[src/rtl/fifo_pkg.sv]
// fifo_pkg: shared constants and helpers for the sync_fifo slice.
// Read-mode selectors and the occupancy-counter width function.
package fifo_pkg;

  localparam int MODE_REGISTERED = 0;
  localparam int MODE_SHOWAHEAD  = 1;

  function automatic int cnt_width(input int depth);
    return $clog2(depth + 1);
  endfunction

endpackage

[src/rtl/fifo_ptr.sv]
// fifo_ptr: wrapping index for an arbitrary-depth ring buffer.
// Wraps by explicit compare so DEPTH need not be a power of two.
module fifo_ptr #(
  parameter int DEPTH = 8,
  parameter int PW    = $clog2(DEPTH)
) (
  input  logic          clk,
  input  logic          rst,
  input  logic          clr,
  input  logic          inc,
  output logic [PW-1:0] ptr
);

  localparam logic [PW-1:0] LAST = PW'(DEPTH - 1);

  // advance on inc, wrap after the last slot; clr has priority
  always_ff @(posedge clk or posedge rst) begin
    if (rst) begin
      ptr <= '0;
    end else if (clr) begin
      ptr <= '0;
    end else if (inc) begin
      ptr <= (ptr == LAST) ? '0 : ptr + 1'b1;
    end
  end

endmodule

[src/rtl/sync_fifo.sv]
// sync_fifo: single-clock FIFO, any depth >= 2, registered or show-ahead read.
// Status flags decode straight from the registered occupancy count.
module sync_fifo
  import fifo_pkg::*;
#(
  parameter int DEPTH      = 8,
  parameter int DATA_WIDTH = 8,
  parameter int SHOWAHEAD  = MODE_REGISTERED,
  parameter int AF_LEVEL   = DEPTH - 1,
  parameter int AE_LEVEL   = 1
) (
  input  logic                          clk,
  input  logic                          rst,
  input  logic                          clr,
  input  logic                          wren,
  input  logic [DATA_WIDTH-1:0]         i_data,
  input  logic                          rden,
  output logic [DATA_WIDTH-1:0]         o_data,
  output logic                          o_valid,
  output logic                          full,
  output logic                          empty,
  output logic                          almost_full,
  output logic                          almost_empty,
  output logic [cnt_width(DEPTH)-1:0]   count,
  output logic                          overflow,
  output logic                          underflow
);

  localparam int CW = cnt_width(DEPTH);
  localparam int PW = $clog2(DEPTH);

  localparam logic [CW-1:0] FULL_C = CW'(DEPTH);
  localparam logic [CW-1:0] AF_C   = CW'(AF_LEVEL);
  localparam logic [CW-1:0] AE_C   = CW'(AE_LEVEL);

  if (DEPTH < 2 || AF_LEVEL > DEPTH || AE_LEVEL > DEPTH) begin : g_bad_param
    $error("sync_fifo: illegal DEPTH/AF_LEVEL/AE_LEVEL");
  end

  logic [DATA_WIDTH-1:0] mem [DEPTH];
  logic [PW-1:0]         head;
  logic [PW-1:0]         tail;
  logic                  rd_ok;
  logic                  wr_ok;

  assign full         = (count == FULL_C);
  assign empty        = (count == '0);
  assign almost_full  = (count >= AF_C);
  assign almost_empty = (count <= AE_C);

  // a full FIFO still takes a write when a read frees a slot this cycle
  assign rd_ok = rden & ~empty & ~clr;
  assign wr_ok = wren & (~full | rd_ok) & ~clr;

  fifo_ptr #(.DEPTH(DEPTH), .PW(PW)) u_head (
    .clk (clk),
    .rst (rst),
    .clr (clr),
    .inc (rd_ok),
    .ptr (head)
  );

  fifo_ptr #(.DEPTH(DEPTH), .PW(PW)) u_tail (
    .clk (clk),
    .rst (rst),
    .clr (clr),
    .inc (wr_ok),
    .ptr (tail)
  );

  // storage is never reset or flushed, only overwritten
  always_ff @(posedge clk) begin
    if (wr_ok) begin
      mem[tail] <= i_data;
    end
  end

  // occupancy and sticky error flags
  always_ff @(posedge clk or posedge rst) begin
    if (rst) begin
      count     <= '0;
      overflow  <= 1'b0;
      underflow <= 1'b0;
    end else if (clr) begin
      count     <= '0;
      overflow  <= 1'b0;
      underflow <= 1'b0;
    end else begin
      if (wr_ok && !rd_ok) begin
        count <= count + 1'b1;
      end else if (rd_ok && !wr_ok) begin
        count <= count - 1'b1;
      end
      overflow  <= overflow | (wren & ~wr_ok);
      underflow <= underflow | (rden & empty);
    end
  end

  if (SHOWAHEAD == MODE_SHOWAHEAD) begin : g_showahead
    // head word is presented whenever the FIFO holds data
    always_comb begin
      o_data  = empty ? '0 : mem[head];
      o_valid = !empty;
    end
  end else begin : g_registered
    // load head word on an accepted read, valid for one cycle
    always_ff @(posedge clk or posedge rst) begin
      if (rst) begin
        o_data  <= '0;
        o_valid <= 1'b0;
      end else if (clr) begin
        o_valid <= 1'b0;
      end else begin
        o_valid <= rd_ok;
        if (rd_ok) begin
          o_data <= mem[head];
        end
      end
    end
  end

endmodule
[config.mk]
export PLATFORM = sky130hd
export DESIGN_NAME = sync_fifo
export DESIGN_NICKNAME = d
export VERILOG_FILES = /design/src/rtl/fifo_pkg.sv /design/src/rtl/fifo_ptr.sv /design/src/rtl/sync_fifo.sv
export SDC_FILE = /design/constraint.sdc
export NUM_CORES = 1
export LEC_CHECK = 0
export CAP_MARGIN = 25
export CORE_MARGIN = 5
export CORE_UTILIZATION = 35
export DETAILED_ROUTE_END_ITERATION = 10
export SYNTH_ARGS = -nofsm -noshare
export SYNTH_HDL_FRONTEND = slang
export SYNTH_SLANG_ARGS = --single-unit
[constraint.sdc]
create_clock -name clk -period 4.15 [get_ports clk]
set_clock_uncertainty 0.15 [all_clocks]
set_input_delay 1.245 -clock clk [delete_from_list [all_inputs] [get_ports clk]]
set_output_delay 1.245 -clock clk [all_outputs]
set_load 0.005 [all_outputs]
==> metrics.txt <==
outcome finished clean; Period Utilization, post-route 0.856; Ports 32; Yosys cell types 37; Critical Path Sink Type output port; diode count 0; RSZ-0062 raised after global routing no; pwr/cell area 533 nW/um2; final net count 285; maximum VDD drop 0.000154 V; HPWL after detailed placement 4580 um; Synth Instances 228; area of the multi-input gates 1060 um2; post-synthesis cell area 3580 um2; Setup Viol. Count Final 0; slew margin rel. 0.446; Synth area leaders edfxtp_1 54%, dfrtp_1 15%, mux4_2 10%; Final Wtd Congestion 0.741; dpl ws 0.545 ns; final setup TNS 0 ns; Hold Path Class reg2reg; row cnt 37; WHS 0.356 ns; element type at the critical path start flop; worst-margin pin slew 0.830 ns; share of cells above drive strength 1 0.167; DRT Pass-1 Iters 4; Die W 111 um; final hold viol count 0; initial DRC count 109; max_cap viols 0; asr flop ratio synth 0.247; Final Instance Area 4260 um2; number of fill cells 907; H-tree depth 3; Leak Pwr 0.00147 uW; DRC 0; CTS Buf Count 9; Core Region 10100 um2; vias per cell 4.80; clk root buf clkbuf_8; Synth Net Count 248; Post-Place Cell Area 4080 um2; flop and latch count out of synthesis 85; CTS Buffer Depth 2; Yosys warning total 0; number of hold buffers added after CTS 0; Die H 111 um; PortBufs 31; Worst-Skew Late Latency 0.35 ns; crit path DAT 2.16 ns; dominant cell type by area after synthesis edfxtp_1; Post-synth top cells 64 x edfxtp_1, 32 x nor2_1, 21 x dfrtp_1, 16 x a21oi_1, 16 x mux4_2; Worst Path Required 2.75 ns; initial antenna violation count 0; PnR worst setup slack 0.599 ns; # Post-CTS Setup Buffers 0; register area 2450 um2; All-Layer GR Usage 0.115; TritonCTS clock tree yes; Yosys top cell area share 0.536; crit path max fanout 8; clock sink count 85; f_max 282 MHz; critical path class reg2out; total power 2270 uW; Final Max Slew Viols 0; gr ovfl total 0; Die ar. 12400 um2; first-pass GRT wire length 11000 um; Clock transition at path regs 0.09 ns; synth-to-layout area growth 18.7%; mean area per synthesized cell 15.7 um2; vias in the first global route 1994; ys flop type edfxtp_1; sequential fraction of the synthesis area 0.683; via count 1948; Final Critical Period 3.55 ns; most numerous cell in the Yosys netlist edfxtp_1; Resize count post-CTS 0; remaining antenna violation count after routing 0; largest net degree at the start of global routing 22; Routed wire per std cell 16.4 um; number of synthesized flops with an enable pin 64; Detailed Route WL 6670 um; initial core utilization 0.354
per-layer routing:
| metal | vias up | track usage | share of wire |
|---|---|---|---|
| met5 | - | 0 | 0 |
| met4 | 0 | 0.0584 | 0.013 |
| met3 | 5 | 0.0213 | 0.030 |
| met2 | 37 | 0.167 | 0.47 |
| met1 | 972 | 0.165 | 0.49 |
| li1 | 934 | - | - |
stage by stage:
| step | instances | util |
|---|---|---|
| 3_3_place_gp | 389 | 0.399 |
| 5_1_grt | 406 | 0.420 |
| 2_1_floorplan | 228 | - |
| 6_report | 406 | 0.420 |
| 4_1_cts | 406 | 0.420 |
| 3_5_place_dp | 390 | 0.402 |
final timing paths:
kind | startpoint | to | slack [ns] | cells past startpoint
setup / recovery | count[1]$_DFFE_PP0P_ | full | 0.60 | 5
hold / removal | underflow$_DFF_PP0_ | underflow$_DFF_PP0_ | 0.36 | 2
setup reg to reg | count[0]$_DFFE_PP0P_ | mem[2][6]$_DFFE_PP_ | 1.35 | 6
hold reg to reg | underflow$_DFF_PP0_ | underflow$_DFF_PP0_ | 0.36 | 2
max in group asynchronous | rst | overflow$_DFF_PP0_ | 2.12 | 2
min in group asynchronous | rst | o_data[2]$_DFFE_PP0P_ | 1.21 | 2
sequential cells by signal (all words and copies together), names as in the netlist:
signal	count
u_tail.ptr	3
underflow	1
mem	64
o_data	8
o_valid	1
overflow	1
u_head.ptr	3
count	4
power breakdown:
part           total (uW)  switching [uW]  internal, uW
registers            1100             101           997
logic                 631             268           363
clock network         541             314           227
final cells by class:
class	instances	share of cell area
Sequential cell	85	0.575
Multi-Input combinational cell	126	0.248
Timing Repair Buffer	38	0.0899
Tap cell	136	0.0400
Clock buffer	9	0.0291
Clock inverter	7	0.0132
Inverter	5	0.00441
critical path, cell delays in order (launching register included):
cell             delay, ns
dfrtp_1               0.48
inv_1                 0.11
ha_1                  0.35
and2b_1               0.19
and2_1                0.15
clkdlybuf4s50_1       0.52
cell families (layout without fill, tap and decap cells):
kind of cell	after synthesis	in the layout	share of synthesized area
xor gates and xnor gates	1	1	0.00244
AOI/OAI and AO/OA	31	31	0.0576
and+or+nand+nor	59	59	0.0761
buffers and inverters	17	59	0.0223
adders and majority gates	7	7	0.0244
DFF	85	85	0.683
muxes	28	28	0.134
layout by cell type, fill, tap and decap left out, drive strengths merged, types with 2 or more instances in the layout:
cell,instances
dfrtp,21
mux4,16
ha,7
a21oi,17
nor2,34
nand2,7
edfxtp,64
a211oi,2
buf,7
a31oi,3
o21ai,4
mux2i,11
inv,9
nor3,6
clkdlybuf4s50,31
nand2b,6
clkinv,3
clkbuf,9
Note: power is estimated with default switching activity, not from simulation.
==> RTL change 1 (same settings) <==
Register the output `count` once more; this adds one clock of latency there. The other outputs are not delayed to match. Comments in the files are not updated.
--- a/src/rtl/sync_fifo.sv
+++ b/src/rtl/sync_fifo.sv
@@ -33,6 +33,8 @@
   localparam logic [CW-1:0] AF_C   = CW'(AF_LEVEL);
   localparam logic [CW-1:0] AE_C   = CW'(AE_LEVEL);
 
+  logic [cnt_width(DEPTH)-1:0] count_s0;
+
   if (DEPTH < 2 || AF_LEVEL > DEPTH || AE_LEVEL > DEPTH) begin : g_bad_param
     $error("sync_fifo: illegal DEPTH/AF_LEVEL/AE_LEVEL");
   end
@@ -43,10 +45,10 @@
   logic                  rd_ok;
   logic                  wr_ok;
 
-  assign full         = (count == FULL_C);
-  assign empty        = (count == '0);
-  assign almost_full  = (count >= AF_C);
-  assign almost_empty = (count <= AE_C);
+  assign full         = (count_s0 == FULL_C);
+  assign empty        = (count_s0 == '0);
+  assign almost_full  = (count_s0 >= AF_C);
+  assign almost_empty = (count_s0 <= AE_C);
 
   // a full FIFO still takes a write when a read frees a slot this cycle
   assign rd_ok = rden & ~empty & ~clr;
@@ -78,18 +80,18 @@
   // occupancy and sticky error flags
   always_ff @(posedge clk or posedge rst) begin
     if (rst) begin
-      count     <= '0;
+      count_s0  <= '0;
       overflow  <= 1'b0;
       underflow <= 1'b0;
     end else if (clr) begin
-      count     <= '0;
+      count_s0  <= '0;
       overflow  <= 1'b0;
       underflow <= 1'b0;
     end else begin
       if (wr_ok && !rd_ok) begin
-        count <= count + 1'b1;
+        count_s0 <= count_s0 + 1'b1;
       end else if (rd_ok && !wr_ok) begin
-        count <= count - 1'b1;
+        count_s0 <= count_s0 - 1'b1;
       end
       overflow  <= overflow | (wren & ~wr_ok);
       underflow <= underflow | (rden & empty);
@@ -119,4 +121,8 @@
     end
   end
 
+  always_ff @(posedge clk) begin
+    count <= count_s0;
+  end
+
 endmodule
Check against the original RTL: not equivalent (a bounded check fails within 4 cycles, from zero or initial values and one cycle with rst high).
==> RTL change 1 against the unedited design <==
- sequential share of layout area rose by 0.72 points
- maximum frequency barely moved
- register-to-register slack improved by 0.46 ns
- sequential cell count rose by 4
- global-route usage fell by 0.13 points
- power rose by 4.1%
- setup slack got worse by 0.0010 ns
- wire length fell by 1.2%
- critical path depth fell by 1
- synthesized area rose by 1.3%
- design area rose by 2.0%
==> RTL change 1: results (changes against the unedited design) <==
clocking:
  clk_pin_slew_ns: 0.09  # about the same
  htree_levels: 3  # unchanged
  cts_root_buf: "clkbuf_8"
  cts_resized: 0  # unchanged
  post_cts_buffers: 0  # unchanged
  cts_buffer_depth: 2  # unchanged
  insertion_delay_ns: 0.35  # about the same
critical_path:
  r2r_cells: 7  # +1
  cp.arrival_ns: 2.16  # about the same
  cp_max_fo: 8  # unchanged
  max_stage_delay_ns: 0.57  # +0.05 ns
  slowest_stage: "clkdlybuf4s50_1"
placement:
  portBuffers: 31  # unchanged
  gp_congestion: 0.838  # +13%
  hpwl_mm: 4.42  # -3.5%
grt:
  antenna_found_initial: 0  # unchanged
  grt_use_total: 0.114  # -0.00132
  grt_pass1_wl_mm: 10.9  # -1.2%
  grt_pass1_vias: 2044  # +2.5%
  grt_max_degree: 22  # unchanged
synthesis:
  ys_seq_area_frac: 0.696  # +0.0131
  yosys-top-cells-area: "edfxtp_1 (53%), dfrtp_1 (14%), mux4_2 (9.9%)"
  synth_commonest_cells: "edfxtp_1 (64), dfrtp_1 (21), mux4_2 (16), nor2_1 (16), nand2_1 (13)"
  asyncSetResetFlopFracSynth: 0.236  # -0.0111
  yosys.cell_types.count: 34  # -8.1%
  synth_warnings: 0  # unchanged
  syn_nets: 243  # -2.0%
  synth-edff-count: 64  # unchanged
layout:
  fillerInstances: 915  # +0.88%
  largest_registers: "mem: 64 flops, o_data: 8 flops"
  nNetsFinal: 284  # -0.35%
  antennaDiodeCount: 0  # unchanged
  drive_above_1_share: 0.164  # -0.00310
min_path:
  hold_depth: 0  # -2
  hp-class: "register to register"
power_and_ir_drop:
  power.switching_w: 0.000651  # -4.6%
  power_leakage_nw: 1.55  # +5.2%
  vdd_drop_max_v: 0.000222  # +44%
drt:
  drtIter0Drc: 112  # +2.8%
  wirelength_mm: 6.59  # -1.2%
  vias_per_cell: 4.76  # -0.78%
  dr.pass1.iters: 4  # unchanged
sta:
  worstMarginPinSlew_ns: 0.818  # -0.0121 ns
outcome:
  outcome: "complete, no violations"
==> RTL change 1: cells by family (layout without fill, tap and decap cells) <==
family | Yosys count | in the layout | synth area share
xor gates and xnor gates | 2 | 2 | 0.00482
adders and majority gates | 7 | 7 | 0.0241
AOI/OAI and AO/OA | 25 | 25 | 0.0396
DFF | 89 | 89 | 0.696
muxes | 31 | 31 | 0.142
and+or+nand+nor | 53 | 53 | 0.0727
buffers and inverters | 16 | 62 | 0.0214
==> RTL change 1: per-stage QoR <==
step / hold WS (ns) / std cells / instance area [µm²] / worst slack [ns] / power (W)
final: 0.319 / 405 / 4340 / 0.598 / 0.00236
after global routing: 0.337 / 405 / 4340 / 0.476 / 0.00251
after CTS: 0.322 / 405 / 4340 / 0.572 / 0.00240
after detailed placement: 0.301 / 389 / 4150 / 0.850 / 0.00182
after global placement: 0.311 / 388 / 4120 / 0.900 / 0.00179
after floorplan: 0.192 / 223 / 3630 / 1.24 / 0.00153
==> RTL change 1: path summary, 6_finish.rpt <==
check	slack [ns]	to	from
setup / recovery	0.60	empty	count_s0[0]
hold / removal	0.32	count[1]	count_s0[1]
setup reg to reg	1.81	mem[1][3]	count_s0[0]
hold reg to reg	0.32	count[1]	count_s0[1]
max in group asynchronous	2.13	underflow	rst
min in group asynchronous	1.19	o_data[0]	rst
==> RTL change 1: area by class of cell <==
class / instances / area share
clock buffer: 10 / 0.0294
clock inverter: 6 / 0.0150
inverter: 5 / 0.00432
multi-input combinational: 118 / 0.237
sequential: 89 / 0.582
tap: 136 / 0.0392
timing repair buffer: 41 / 0.0934
==> RTL change 1: power by group through the flow <==
stage	combinational [W]	sequential, W	clock (W)
after CTS	0.000639	0.00116	0.000600
after global routing	0.000696	0.00118	0.000635
final	0.000628	0.00116	0.000579
after detailed placement	0.000638	0.00118	0
after floorplan	0.000408	0.00112	0
after global placement	0.000592	0.00119	0
==> RTL change 1: layer usage <==
layer | global-route usage | share of wire
met4 | 0.0446 | 0.020
met1 | 0.148 | 0.47
met5 | 0 | 0
met2 | 0.179 | 0.47
met3 | 0.0348 | 0.042
==> RTL change 1: worst max-delay path, delay by kind of cell (launching register included) <==
| family | cells | cell delay (ns) |
|---|---|---|
| fa+ha+maj | 1 | 0.29 |
| flops | 1 | 0.47 |
| buf+inv | 2 | 0.66 |
| simple gates | 1 | 0.38 |
==> RTL change 2 (same settings) <==
Made on the original files. `DATA_WIDTH`: 8 -> 6.
--- a/src/rtl/sync_fifo.sv
+++ b/src/rtl/sync_fifo.sv
@@ -4,7 +4,7 @@
   import fifo_pkg::*;
 #(
   parameter int DEPTH      = 8,
-  parameter int DATA_WIDTH = 8,
+  parameter int DATA_WIDTH = 6,
   parameter int SHOWAHEAD  = MODE_REGISTERED,
   parameter int AF_LEVEL   = DEPTH - 1,
   parameter int AE_LEVEL   = 1
Interface: changed (resized i_data and o_data); port bits go from 32 to 28. No check against the original RTL was run, so the function may have changed too.
==> RTL change 2 against the unedited design <==
- power decreased by 14%
- largest cell class unchanged
- critical path type unchanged
- synthesized area decreased by 18%
- wire length decreased by 18%
- setup slack improved by 0.0053 ns
- design area decreased by 18%
- sequential cell count decreased by 18
- global-route usage increased by 0.53 points
- die area decreased by 16%
- combinational power decreased by 7.0%
- register-to-register slack improved by 0.24 ns
==> RTL change 2: results (changes against the unedited design) <==
drt:
  dr.pass1.iters: 4  # unchanged
  dr_wl_met2_mm: 2.54  # -18%
  top_layer: "met4"
  drtIter0Drc: 100  # -8.3%
  drt-met1-wl_mm: 2.56  # -22%
  wirelength_mm: 5.49  # -18%
  routed-wl-met3_um: 326  # +63%
  vias_per_cell: 4.97  # +3.5%
synthesis:
  yosys-top-cells-area: "edfxtp_1 (49%), dfrtp_1 (16%), mux4_2 (9.2%)"
  yosys.cell_types.count: 38  # +2.7%
  netlist.area_leader.share: 0.488  # -0.0480
  synth-edff-count: 48  # -25%
  yosys_most_used_dff: "edfxtp_1"
  synth_warnings: 0  # unchanged
  asyncSetResetFlopFracSynth: 0.284  # +0.0365
  syn_nets: 212  # -15%
  synth_commonest_cells: "edfxtp_1 (48), dfrtp_1 (19), nor2_1 (17)"
  ys_seq_area_frac: 0.649  # -0.0336
critical_path:
  cp_max_fo: 8  # unchanged
  cp.arrival_ns: 2.15
  max_stage_delay_ns: 0.57  # +0.05 ns
  slowest_stage: "clkdlybuf4s50_1"
clocking:
  insertion_delay_ns: 0.33  # -0.02 ns
  clk_pin_slew_ns: 0.07  # -0.02 ns
  post_cts_buffers: 0  # unchanged
  cts_buffer_depth: 2  # unchanged
  cts_buffers: 9  # unchanged
  cts_resized: 0  # unchanged
  cts_root_buf: "clkbuf_8"
  htree_levels: 3  # unchanged
power_and_ir_drop:
  power_leakage_nw: 1.25  # -15%
  vdd_drop_max_v: 0.000155  # +0.63%
layout:
  largest_registers: "mem: 48 flops, o_data: 6 flops, count: 4 flops"
  nNetsFinal: 242  # -15%
  largest_reg_flops: 48  # -25%
  antennaDiodeCount: 0  # unchanged
  fillerInstances: 733  # -19%
  drive_above_1_share: 0.175  # +0.00801
grt:
  grt_pass1_wl_mm: 9.12  # -17%
  grt.met2_usage: 0.173  # +0.00527
  grt_use_met3: 0.0396  # +0.0183
  grt_pass1_vias: 1662  # -17%
  grt_util_met1: 0.169  # +0.00395
  antenna_found_initial: 0  # unchanged
  grt_max_degree: 20  # -9.1%
  grt_use_total: 0.121  # +0.00535
placement:
  gp_congestion: 0.783  # +5.7%
  portBuffers: 27  # -13%
  hpwl_mm: 3.90  # -15%
sta:
  slew_headroom: 0.448  # +0.00223
min_path:
  hp-class: "register to register"
outcome:
  outcome: "complete, no violations"
-- RTL change 2: logic make-up (layout without fill, tap and decap cells) --
kind of cell | Yosys count | in the layout | synth area share
xor gates and xnor gates | 2 | 2 | 0.00593
buffers and inverters | 17 | 52 | 0.0297
muxes | 24 | 24 | 0.134
AOI/OAI and AO/OA | 23 | 23 | 0.0492
DFF | 67 | 67 | 0.649
adders and majority gates | 7 | 7 | 0.0297
and+or+nand+nor | 54 | 54 | 0.103
-- RTL change 2: metrics by stage --
stage | cell area [µm²] | worst slack [ns] | std cells
2_1_floorplan | 2950 | 1.09 | 194
3_3_place_gp | 3310 | 0.599 | 318
3_5_place_dp | 3310 | 0.545 | 318
4_1_cts | 3480 | 0.567 | 334
5_1_grt | 3480 | 0.378 | 334
6_report | 3480 | 0.605 | 334
-- RTL change 2: critical path: cells and delay by family (launching register included) --
kind	cells	cell delay [ns]
adder cells (fa/ha/maj)	1	0.33
AND/OR/NAND/NOR	1	0.34
buffers and inverters	2	0.66
flip-flops	1	0.48
-- RTL change 2: area by class of cell --
type	count	area [µm²]	area share
sequential	67	1920	0.551
multi-input combinational	110	948	0.272
timing repair buffer	30	293	0.0841
tap	105	131	0.0377
clock buffer	10	128	0.0367
clock inverter	6	41.3	0.0119
inverter	6	22.5	0.00647
-- RTL change 2: final timing paths --
check	from	to	slack (ns)	cells after the start
setup / recovery	count[0]	empty	0.60	4
setup reg to reg	count[0]	mem[1][2]	1.59	5
min in group asynchronous	rst	o_valid	1.19	2
hold / removal	o_data[5]	o_data[5]	0.33	2
hold reg to reg	o_data[5]	o_data[5]	0.33	2
max in group asynchronous	rst	u_tail.ptr[0]	2.18	2
-- RTL change 2: power by group --
group          switching (W)  internal (W)
sequential          0.000109      0.000790
clock               0.000242      0.000216
combinational       0.000230      0.000357
